## src/rtl/mac_array_ctrl_if.sv

```systemverilog
// Command/status bundle between the MAC-array sequencer and its host/SRAM/array side.
// PERF_CNT_EN adds the perf_cycles status field.
interface mac_array_ctrl_if #(
    parameter int row     = 8,
    parameter int col     = 8,
    parameter int addr_bw = 11,
    parameter int len_bw  = 8
);
    logic                 start;
    logic [len_bw-1:0]    num_vec;
    logic [addr_bw-1:0]   w_base;
    logic [addr_bw-1:0]   x_base;
    logic                 sram_cen;
    logic [addr_bw-1:0]   sram_addr;
    logic [2*row-1:0]     inst_w;
    logic                 busy;
    logic                 done;
`ifdef PERF_CNT_EN
    logic [15:0]          perf_cycles;
`endif

    modport master (
`ifdef PERF_CNT_EN
        input  perf_cycles,
`endif
        output start, num_vec, w_base, x_base,
        input  sram_cen, sram_addr, inst_w, busy, done
    );

    modport slave (
`ifdef PERF_CNT_EN
        output perf_cycles,
`endif
        input  start, num_vec, w_base, x_base,
        output sram_cen, sram_addr, inst_w, busy, done
    );
endinterface

```

## src/rtl/mac_array_ctrl.sv

```systemverilog
// Systolic MAC-tile array sequencer: weight load, activation stream, drain, done.
// Define PERF_CNT_EN to add the per-pass busy-cycle counter (perf_cycles).
module mac_array_ctrl #(
    parameter int row     = 8,
    parameter int col     = 8,
    parameter int addr_bw = 11,
    parameter int len_bw  = 8
) (
    input  logic             clk,
    input  logic             reset,
    mac_array_ctrl_if.slave  bus
);
    localparam int CNT_MIN = $clog2(row + col + 2);
    localparam int CNT_BW  = (len_bw > CNT_MIN) ? len_bw : CNT_MIN;

    typedef enum logic [2:0] {IDLE, KLOAD, EXEC, DRAIN, DONE} state_t;

    state_t               state, state_nxt;
    logic [CNT_BW-1:0]    cnt, cnt_nxt;
    logic [addr_bw-1:0]   addr_q, addr_nxt;
    logic [len_bw-1:0]    nv_q;
    logic [addr_bw-1:0]   xb_q;
    logic                 latch;
    logic                 cen_q, busy_q, done_q;
    logic [1:0]           inst0;
    logic [row-1:0][1:0]  inst_pipe;

    always_comb begin
        state_nxt = state;
        cnt_nxt   = cnt;
        addr_nxt  = addr_q;
        latch     = 1'b0;
        case (state)
            IDLE: if (bus.start) begin
                state_nxt = KLOAD;
                cnt_nxt   = '0;
                addr_nxt  = bus.w_base;
                latch     = 1'b1;
            end
            KLOAD: if (cnt == CNT_BW'(col - 1)) begin
                cnt_nxt = '0;
                if (nv_q == '0) begin
                    state_nxt = DONE;
                end else begin
                    state_nxt = EXEC;
                    addr_nxt  = xb_q;
                end
            end else begin
                cnt_nxt  = cnt + CNT_BW'(1);
                addr_nxt = addr_q + addr_bw'(1);
            end
            EXEC: if (cnt + CNT_BW'(1) == CNT_BW'(nv_q)) begin
                state_nxt = DRAIN;
                cnt_nxt   = '0;
            end else begin
                cnt_nxt  = cnt + CNT_BW'(1);
                addr_nxt = addr_q + addr_bw'(1);
            end
            // Long enough for the last execute to ripple down every row and out of every column.
            DRAIN: if (cnt == CNT_BW'(row + col)) begin
                state_nxt = DONE;
                cnt_nxt   = '0;
            end else begin
                cnt_nxt = cnt + CNT_BW'(1);
            end
            DONE:    state_nxt = IDLE;
            default: state_nxt = IDLE;
        endcase
    end

    // SRAM data arrives one cycle after the read, so row 0 follows the current state.
    assign inst0 = {state == EXEC, state == KLOAD};

    always_ff @(posedge clk) begin
        if (!reset) begin
            state     <= IDLE;
            cnt       <= '0;
            addr_q    <= '0;
            nv_q      <= '0;
            xb_q      <= '0;
            cen_q     <= 1'b1;
            busy_q    <= 1'b0;
            done_q    <= 1'b0;
            inst_pipe <= '0;
        end else begin
            state  <= state_nxt;
            cnt    <= cnt_nxt;
            addr_q <= addr_nxt;
            if (latch) begin
                nv_q <= bus.num_vec;
                xb_q <= bus.x_base;
            end
            cen_q  <= !(state_nxt == KLOAD || state_nxt == EXEC);
            busy_q <= (state_nxt != IDLE);
            done_q <= (state_nxt == DONE);
            for (int r = row - 1; r > 0; r--) inst_pipe[r] <= inst_pipe[r-1];
            inst_pipe[0] <= inst0;
        end
    end

    assign bus.sram_cen  = cen_q;
    assign bus.sram_addr = addr_q;
    assign bus.inst_w    = inst_pipe;
    assign bus.busy      = busy_q;
    assign bus.done      = done_q;

`ifdef PERF_CNT_EN
    logic [15:0] perf_q;

    always_ff @(posedge clk) begin
        if (!reset)                        perf_q <= '0;
        else if (latch)                    perf_q <= '0;
        else if (busy_q && perf_q != '1)   perf_q <= perf_q + 16'd1;
    end

    assign bus.perf_cycles = perf_q;
`endif
endmodule

```

## src/flat_wrapper.sv

```systemverilog
// flat-port wrapper written by rule: the top's interface ports become plain ports
module mac_array_ctrl_flat 
#(
    parameter int row     = 8,
    parameter int col     = 8,
    parameter int addr_bw = 11,
    parameter int len_bw  = 8
)
  (clk, reset, bus_start, bus_num_vec, bus_w_base, bus_x_base, bus_sram_cen, bus_sram_addr, bus_inst_w, bus_busy, bus_done);
  mac_array_ctrl_if #(.row(row), .col(col), .addr_bw(addr_bw), .len_bw(len_bw)) bus_i ();
  input  logic clk;
  input  logic reset;
  input wire logic [$bits(bus_i.start)-1:0] bus_start;
  input wire logic [$bits(bus_i.num_vec)-1:0] bus_num_vec;
  input wire logic [$bits(bus_i.w_base)-1:0] bus_w_base;
  input wire logic [$bits(bus_i.x_base)-1:0] bus_x_base;
  output wire logic [$bits(bus_i.sram_cen)-1:0] bus_sram_cen;
  output wire logic [$bits(bus_i.sram_addr)-1:0] bus_sram_addr;
  output wire logic [$bits(bus_i.inst_w)-1:0] bus_inst_w;
  output wire logic [$bits(bus_i.busy)-1:0] bus_busy;
  output wire logic [$bits(bus_i.done)-1:0] bus_done;
  assign bus_i.start = bus_start;
  assign bus_i.num_vec = bus_num_vec;
  assign bus_i.w_base = bus_w_base;
  assign bus_i.x_base = bus_x_base;
  assign bus_sram_cen = bus_i.sram_cen;
  assign bus_sram_addr = bus_i.sram_addr;
  assign bus_inst_w = bus_i.inst_w;
  assign bus_busy = bus_i.busy;
  assign bus_done = bus_i.done;
  mac_array_ctrl #(.row(row), .col(col), .addr_bw(addr_bw), .len_bw(len_bw)) u_core (.clk(clk), .reset(reset), .bus(bus_i));
endmodule
```

## config.mk

```make
export PLATFORM = sky130hd
export DESIGN_NAME = mac_array_ctrl_flat
export DESIGN_NICKNAME = d
export VERILOG_FILES = /design/src/rtl/mac_array_ctrl_if.sv /design/src/rtl/mac_array_ctrl.sv /design/src/flat_wrapper.sv
export SDC_FILE = /design/constraint.sdc
export NUM_CORES = 1
export LEC_CHECK = 0
export CORE_UTILIZATION = 51
export CTS_CLUSTER_DIAMETER = 200
export DETAILED_ROUTE_END_ITERATION = 8
export GPL_ROUTABILITY_DRIVEN = 0
export HOLD_SLACK_MARGIN = 0.1
export PLACE_DENSITY_LB_ADDON = 0.08
export SLEW_MARGIN = 20
export SYNTH_ARGS = -nofsm -noshare
export SYNTH_HDL_FRONTEND = slang
export SYNTH_SLANG_ARGS = --single-unit
export TNS_END_PERCENT = 30
```

## constraint.sdc

```tcl
create_clock -name clk -period 2.9 [get_ports clk]
set_input_delay 0.58 -clock clk [delete_from_list [all_inputs] [get_ports clk]]
set_output_delay 0.58 -clock clk [all_outputs]
set_load 0.01 [all_outputs]
```

# After elaboration in Yosys (flattened, before gate mapping)
# Index checks and enable logic that the tools add are counted.
dict set report word_totals {
  elab_cells 57
  out_inout_bits 30
  ramBits 0
  latch_bits 0
  memories 0
  regBits 60
  rom_bits 0
}
dict set report classes {
  reduce_logical 9
  n_div 0
  add_sub_neg 2
  muxes 18
  shift 0
  n_lt_le_gt_ge 0
  eq_ne 12
  n_mul 0
  bitwise 0
}
# operator n
set op_table {}
lappend op_table {{2-to-1 mux 11 bit} 4}
lappend op_table {{one-hot mux 11 bit (3 select lines)} 1}
lappend op_table {{2-to-1 mux 8 bit} 4}
lappend op_table {{one-hot mux 8 bit (4 select lines)} 1}
lappend op_table {{2-to-1 mux 3 bit} 5}
lappend op_table {{one-hot mux 3 bit (4 select lines)} 1}
lappend op_table {{adder 11 x 1 -> 11 bit (second input constant)} 1}
lappend op_table {{== test 3 x 2 -> 1 bit (second input constant)} 3}
lappend op_table {{adder 8 x 1 -> 8 bit (second input constant)} 1}
lappend op_table {{== test 8 x 3 -> 1 bit (second input constant)} 1}
lappend op_table {{== test 8 x 5 -> 1 bit (second input constant)} 1}
lappend op_table {{== test 8 bit} 1}
lappend op_table {{logical NOT 8 bit} 1}
lappend op_table {{== test 3 x 1 -> 1 bit (second input constant)} 2}
lappend op_table {{nonzero test 3 bit} 2}
lappend op_table {{inequality test 2 bit (second input constant)} 2}
lappend op_table {{AND reduction 4 bit} 1}
lappend op_table {{nonzero test 4 bit} 1}
lappend op_table {{== test 3 bit (second input constant)} 1}
lappend op_table {{logical NOT 3 bit} 1}
lappend op_table {{inequality test 3 bit (second input constant)} 1}
lappend op_table {{2-to-1 mux 1 bit} 2}
lappend op_table {{AND reduction 2 bit} 1}
lappend op_table {{logical NOT 1 bit} 1}
lappend op_table {{logical OR 1 bit} 1}

# Logic depth before layout (Yosys ltp)
dict set report depth {
  depth_word 7
  depth_mapped 11
  depth_no_buf 9
}

# Least setup slack after synthesis
# No wires, ideal clock.
dict set report synth_path {
  path_kind {register to register}
  startpoint {register u_core.cnt[0]}
  endpoint {register u_core.addr_q[7], in the netlist u_core.bus.sram_addr[7]}
  path_slack_ns 0.756
  arrival_ns 2.022
  path_stages_with_launch 11
  t_required_ns 2.779
  cell_sequence {dfxtp_1 -> buf_2 -> inv_1 -> ha_1 -> xor2_1 -> a211oi_1 -> o211ai_1 -> nor3_1 -> a31o_4 -> buf_6 -> o22ai_2}
}
dict set report synth_via {
  elab_chain_len 4
  elab_cells_between_ends 8
}
# item line
set synth_rtl {}
lappend synth_rtl {{start, declared} mac_array_ctrl.sv:19} ;# logic [CNT_BW-1:0] cnt, cnt_nxt;
lappend synth_rtl {{start signal, assigned} mac_array_ctrl.sv:87} ;# cnt <= cnt_nxt;
lappend synth_rtl {{adder 8 x 1 -> 8 bit} mac_array_ctrl.sv:52} ;# EXEC: if (cnt + CNT_BW'(1) == CNT_BW'(nv_q)) begin
lappend synth_rtl {{== test 8 bit} mac_array_ctrl.sv:52}
lappend synth_rtl {{inequality test 2 bit (no line)} -}
lappend synth_rtl {{AND reduction 4 bit (no line)} -}
lappend synth_rtl {{end signal, assigned} mac_array_ctrl.sv:88} ;# addr_q <= addr_nxt;
lappend synth_rtl {{end, declared} mac_array_ctrl.sv:20} ;# logic [addr_bw-1:0] addr_q, addr_nxt;
# Parallel ways exist; a longest one is shown, timed or not.
# A chain may end at the register's enable or synchronous reset.

# Worst setup path in the final report
dict set report layout_path {
  startpoint {register u_core.cnt[0]}
  endpoint {register u_core.addr_q[10], in the netlist u_core.bus.sram_addr[10]}
}
# The elaborated chain is that of the path after synthesis.

==> metrics <==
class of the worst hold path=register to register; post-CTS setup buffers=0; routed wire length=about 6600 um; HPWL after detailed placement=4766 um; Vert. Die Dim=79.26 um; xor and xnor fraction of the mapped netlist area=between 2 and 3%; Setup Viol. Count Final=0; Setup crit end kind=register; synth-to-layout area growth=26.92%; worst hold slack=457.5 ps; synthesized area per cell=8.748 sq um; DR WL/cell=13.90 um; CTS tree=built; initial antenna violation count=0; Num Clock Sinks=60; asr flop ratio synth=0%; Max VDD drop=0.0004069 V; Synth top cells by count=dfxtp_1 (60), nand2_1 (56), and2_1 (21), a21boi_0 (19); die width=79.26 um; register area share after synthesis=approximately 39%; Worst Path Arrival=about 2800 ps; Setup Total Neg Slack=0 ps; Post-Synth Adder-Cell Area=between 1 and 1.5%; outcome=complete, no violations; First DRT Iteration DRCs=154; Tot GR Track Use=between 20% and 30%; site row count=27; Buffers on Ports=62; critical path class=register to register; DR pass1 iterations=4; Pleak=1.468 nW; measured slew at the worst slew-check pin=around 660 ps; Worst Setup Start Kind=register; post_cts resized=0; Max FO, Critical Path=23; Post-layout nets=~440; Post-Synth Simple-Gate Area=25.11%; clk slew on worst S/H paths=70 ps; diode count=0; EDFF count, synth=0; Max Slew Vio Count=0; count leader, synth=dfxtp_1; Antenna Nets Post-Route=0; fraction of layout cells with a size suffix above 1=11.36%; Synth Area in Compound Gates=24.25%; H-tree depth=3; max capacitance violation total=0; core area=5642 sq um; Cell Area, Synth=3044 sq um; Yosys top cell area share=between 30% and 40%; Netlist cell types=60; drt drc=0; largest family of logic cells by synthesized area=simple AND/OR/NAND/NOR gates; final clock period utilization by the worst path=a little under nine tenths; clk_lat worst skew=330 ps; # IOs=63; Hold-fix buffers, CTS=0; CTS max path bufs=2; skew final=10.62 ps; Worst Path Required=3160 ps; Final Hold Fails=0; vias in the first global route=between 2,000 and 2,500; fillers=472; slew margin rel.=between 50% and 60%; Synthesized Nets=384; synthesized flop and latch total=60; first-pass GRT wire length=10,880 um; CTS root buffer=clkbuf_8; Die Area=6282 sq um; crit path time final=2502 ps; Starting Density=53.96%; Post-Syn Instances=roughly 350; top cells by area, synth=dfxtp_1 (39%), nand2_1 (6.9%), a21boi_0 (4.7%); Yosys warnings=0; largest net degree at the start of global routing=47; Num CTS Buffers=9; Pwr Density=approximately 540 nW/um^2; vias=about 2,600; Yosys top cell by area=dfxtp_1; total gr overflow=0; vias per cell=~5.5; predominant post-synthesis flop cell=dfxtp_1; RSZ-0062 raised after global routing=false; Max Clock Freq=0.3997 GHz; post-synthesis mux area share=less than 1%
==> sequential cells by signal, summed over array words and instances, names as in the netlist <==
| name | cells |
|---|---|
| u_core.bus.busy | 1 |
| u_core.bus.done | 1 |
| u_core.bus.inst_w | 16 |
| u_core.bus.sram_addr | 11 |
| u_core.bus.sram_cen | 1 |
| u_core.cnt | 8 |
| u_core.nv_q | 8 |
| u_core.state | 3 |
| u_core.xb_q | 11 |
==> area by class of cell <==
cell class	instances	area (sq um)	share of cell area, %
multi-input combinational	257	1645	42.58
sequential	60	1201	31.09
timing repair buffer	67	665.6	17.23
clock buffer	11	141.4	3.659
clock inverter	4	97.59	2.526
tap	72	90.09	2.332
inverter	6	22.52	0.5829
==> worst max-delay path: stages (launching register included) <==
cell and delay (ps):
dfxtp_1 480, ha_1 330, and3b_1 320, nand2_4 90
or4_4 550, nand3_2 90, a31o_4 330, o211ai_1 150
o21ai_1 80
==> worst paths after layout <==
path / end / slack (ps) / from / cells after the start
setup / recovery: u_core.bus.sram_addr[10]$_SDFFE_PN0P_ / 400 / u_core.cnt[0]$_SDFFE_PN0P_ / 8
hold / removal: u_core.bus.inst_w[5]$_SDFF_PN0_ / 460 / u_core.bus.inst_w[3]$_SDFF_PN0_ / 1
setup reg to reg: u_core.bus.sram_addr[10]$_SDFFE_PN0P_ / 400 / u_core.cnt[0]$_SDFFE_PN0P_ / 8
hold reg to reg: u_core.bus.inst_w[5]$_SDFF_PN0_ / 460 / u_core.bus.inst_w[3]$_SDFF_PN0_ / 1
==> metrics by stage <==
| stage | util, % | instances | power (mW) | setup slack (ps) | cell area, sq um |
|---|---|---|---|---|---|
| final | 68.49 | 477 | 2.085 | 398.0 | 3864 |
| after global routing | 68.49 | 477 | 2.179 | 193.4 | 3864 |
| after CTS | 68.49 | 477 | 2.105 | 403.1 | 3864 |
| after detailed placement | 64.25 | 462 | 1.201 | 450.9 | 3625 |
| after global placement | 64.25 | 462 | 1.194 | 534.1 | 3625 |
| after floorplan | - | 348 | 1.089 | 756.5 | 3044 |
==> cells by family after synthesis <==
kind of cell               count (synthesis)
adders and majority gates                  3
muxes                                      1
and+or+nand+nor                          146
buffers and inverters                     31
xor gates and xnor gates                  10
AOI/OAI and AO/OA                         97
DFF                                       60
==> report_power, final <==
group	internal (mW)	total [mW]	switching, mW
Sequential	0.862	0.901	0.0382
Combinational	0.144	0.282	0.137
Clock	0.590	0.903	0.313
==> layout by cell type (no fill, tap or decap), drive strengths merged, types with 2 or more instances in the layout <==
master,instances
ha,3
nand3,13
and2,21
nor2,16
o211ai,11
nor3b,5
clkbuf,11
a21boi,19
dfxtp,60
buf,6
nor3,8
a21oi,7
nor2b,2
nand2b,4
xor2,7
a31o,2
nor4,5
a211oi,2
nand2,57
a31oi,5
a22oi,2
bufinv,3
o22ai,5
a22o,9
inv,6
o21ai,26
and3,6
xnor2,3
clkdlybuf4s50,61
==> layer usage <==
| metal | GRT usage, % | vias to the layer above | part of all wire (%) |
|---|---|---|---|
| met2 | 35.34 | 69 | 47 |
| met3 | 5.747 | 4 | 4.2 |
| met4 | 8.909 | 0 | 0.71 |
| li1 | - | 1341 | - |
| met1 | 30.09 | 1216 | 48 |
| met5 | 0 | - | 0 |
Note: power is estimated with default switching activity, not from simulation.
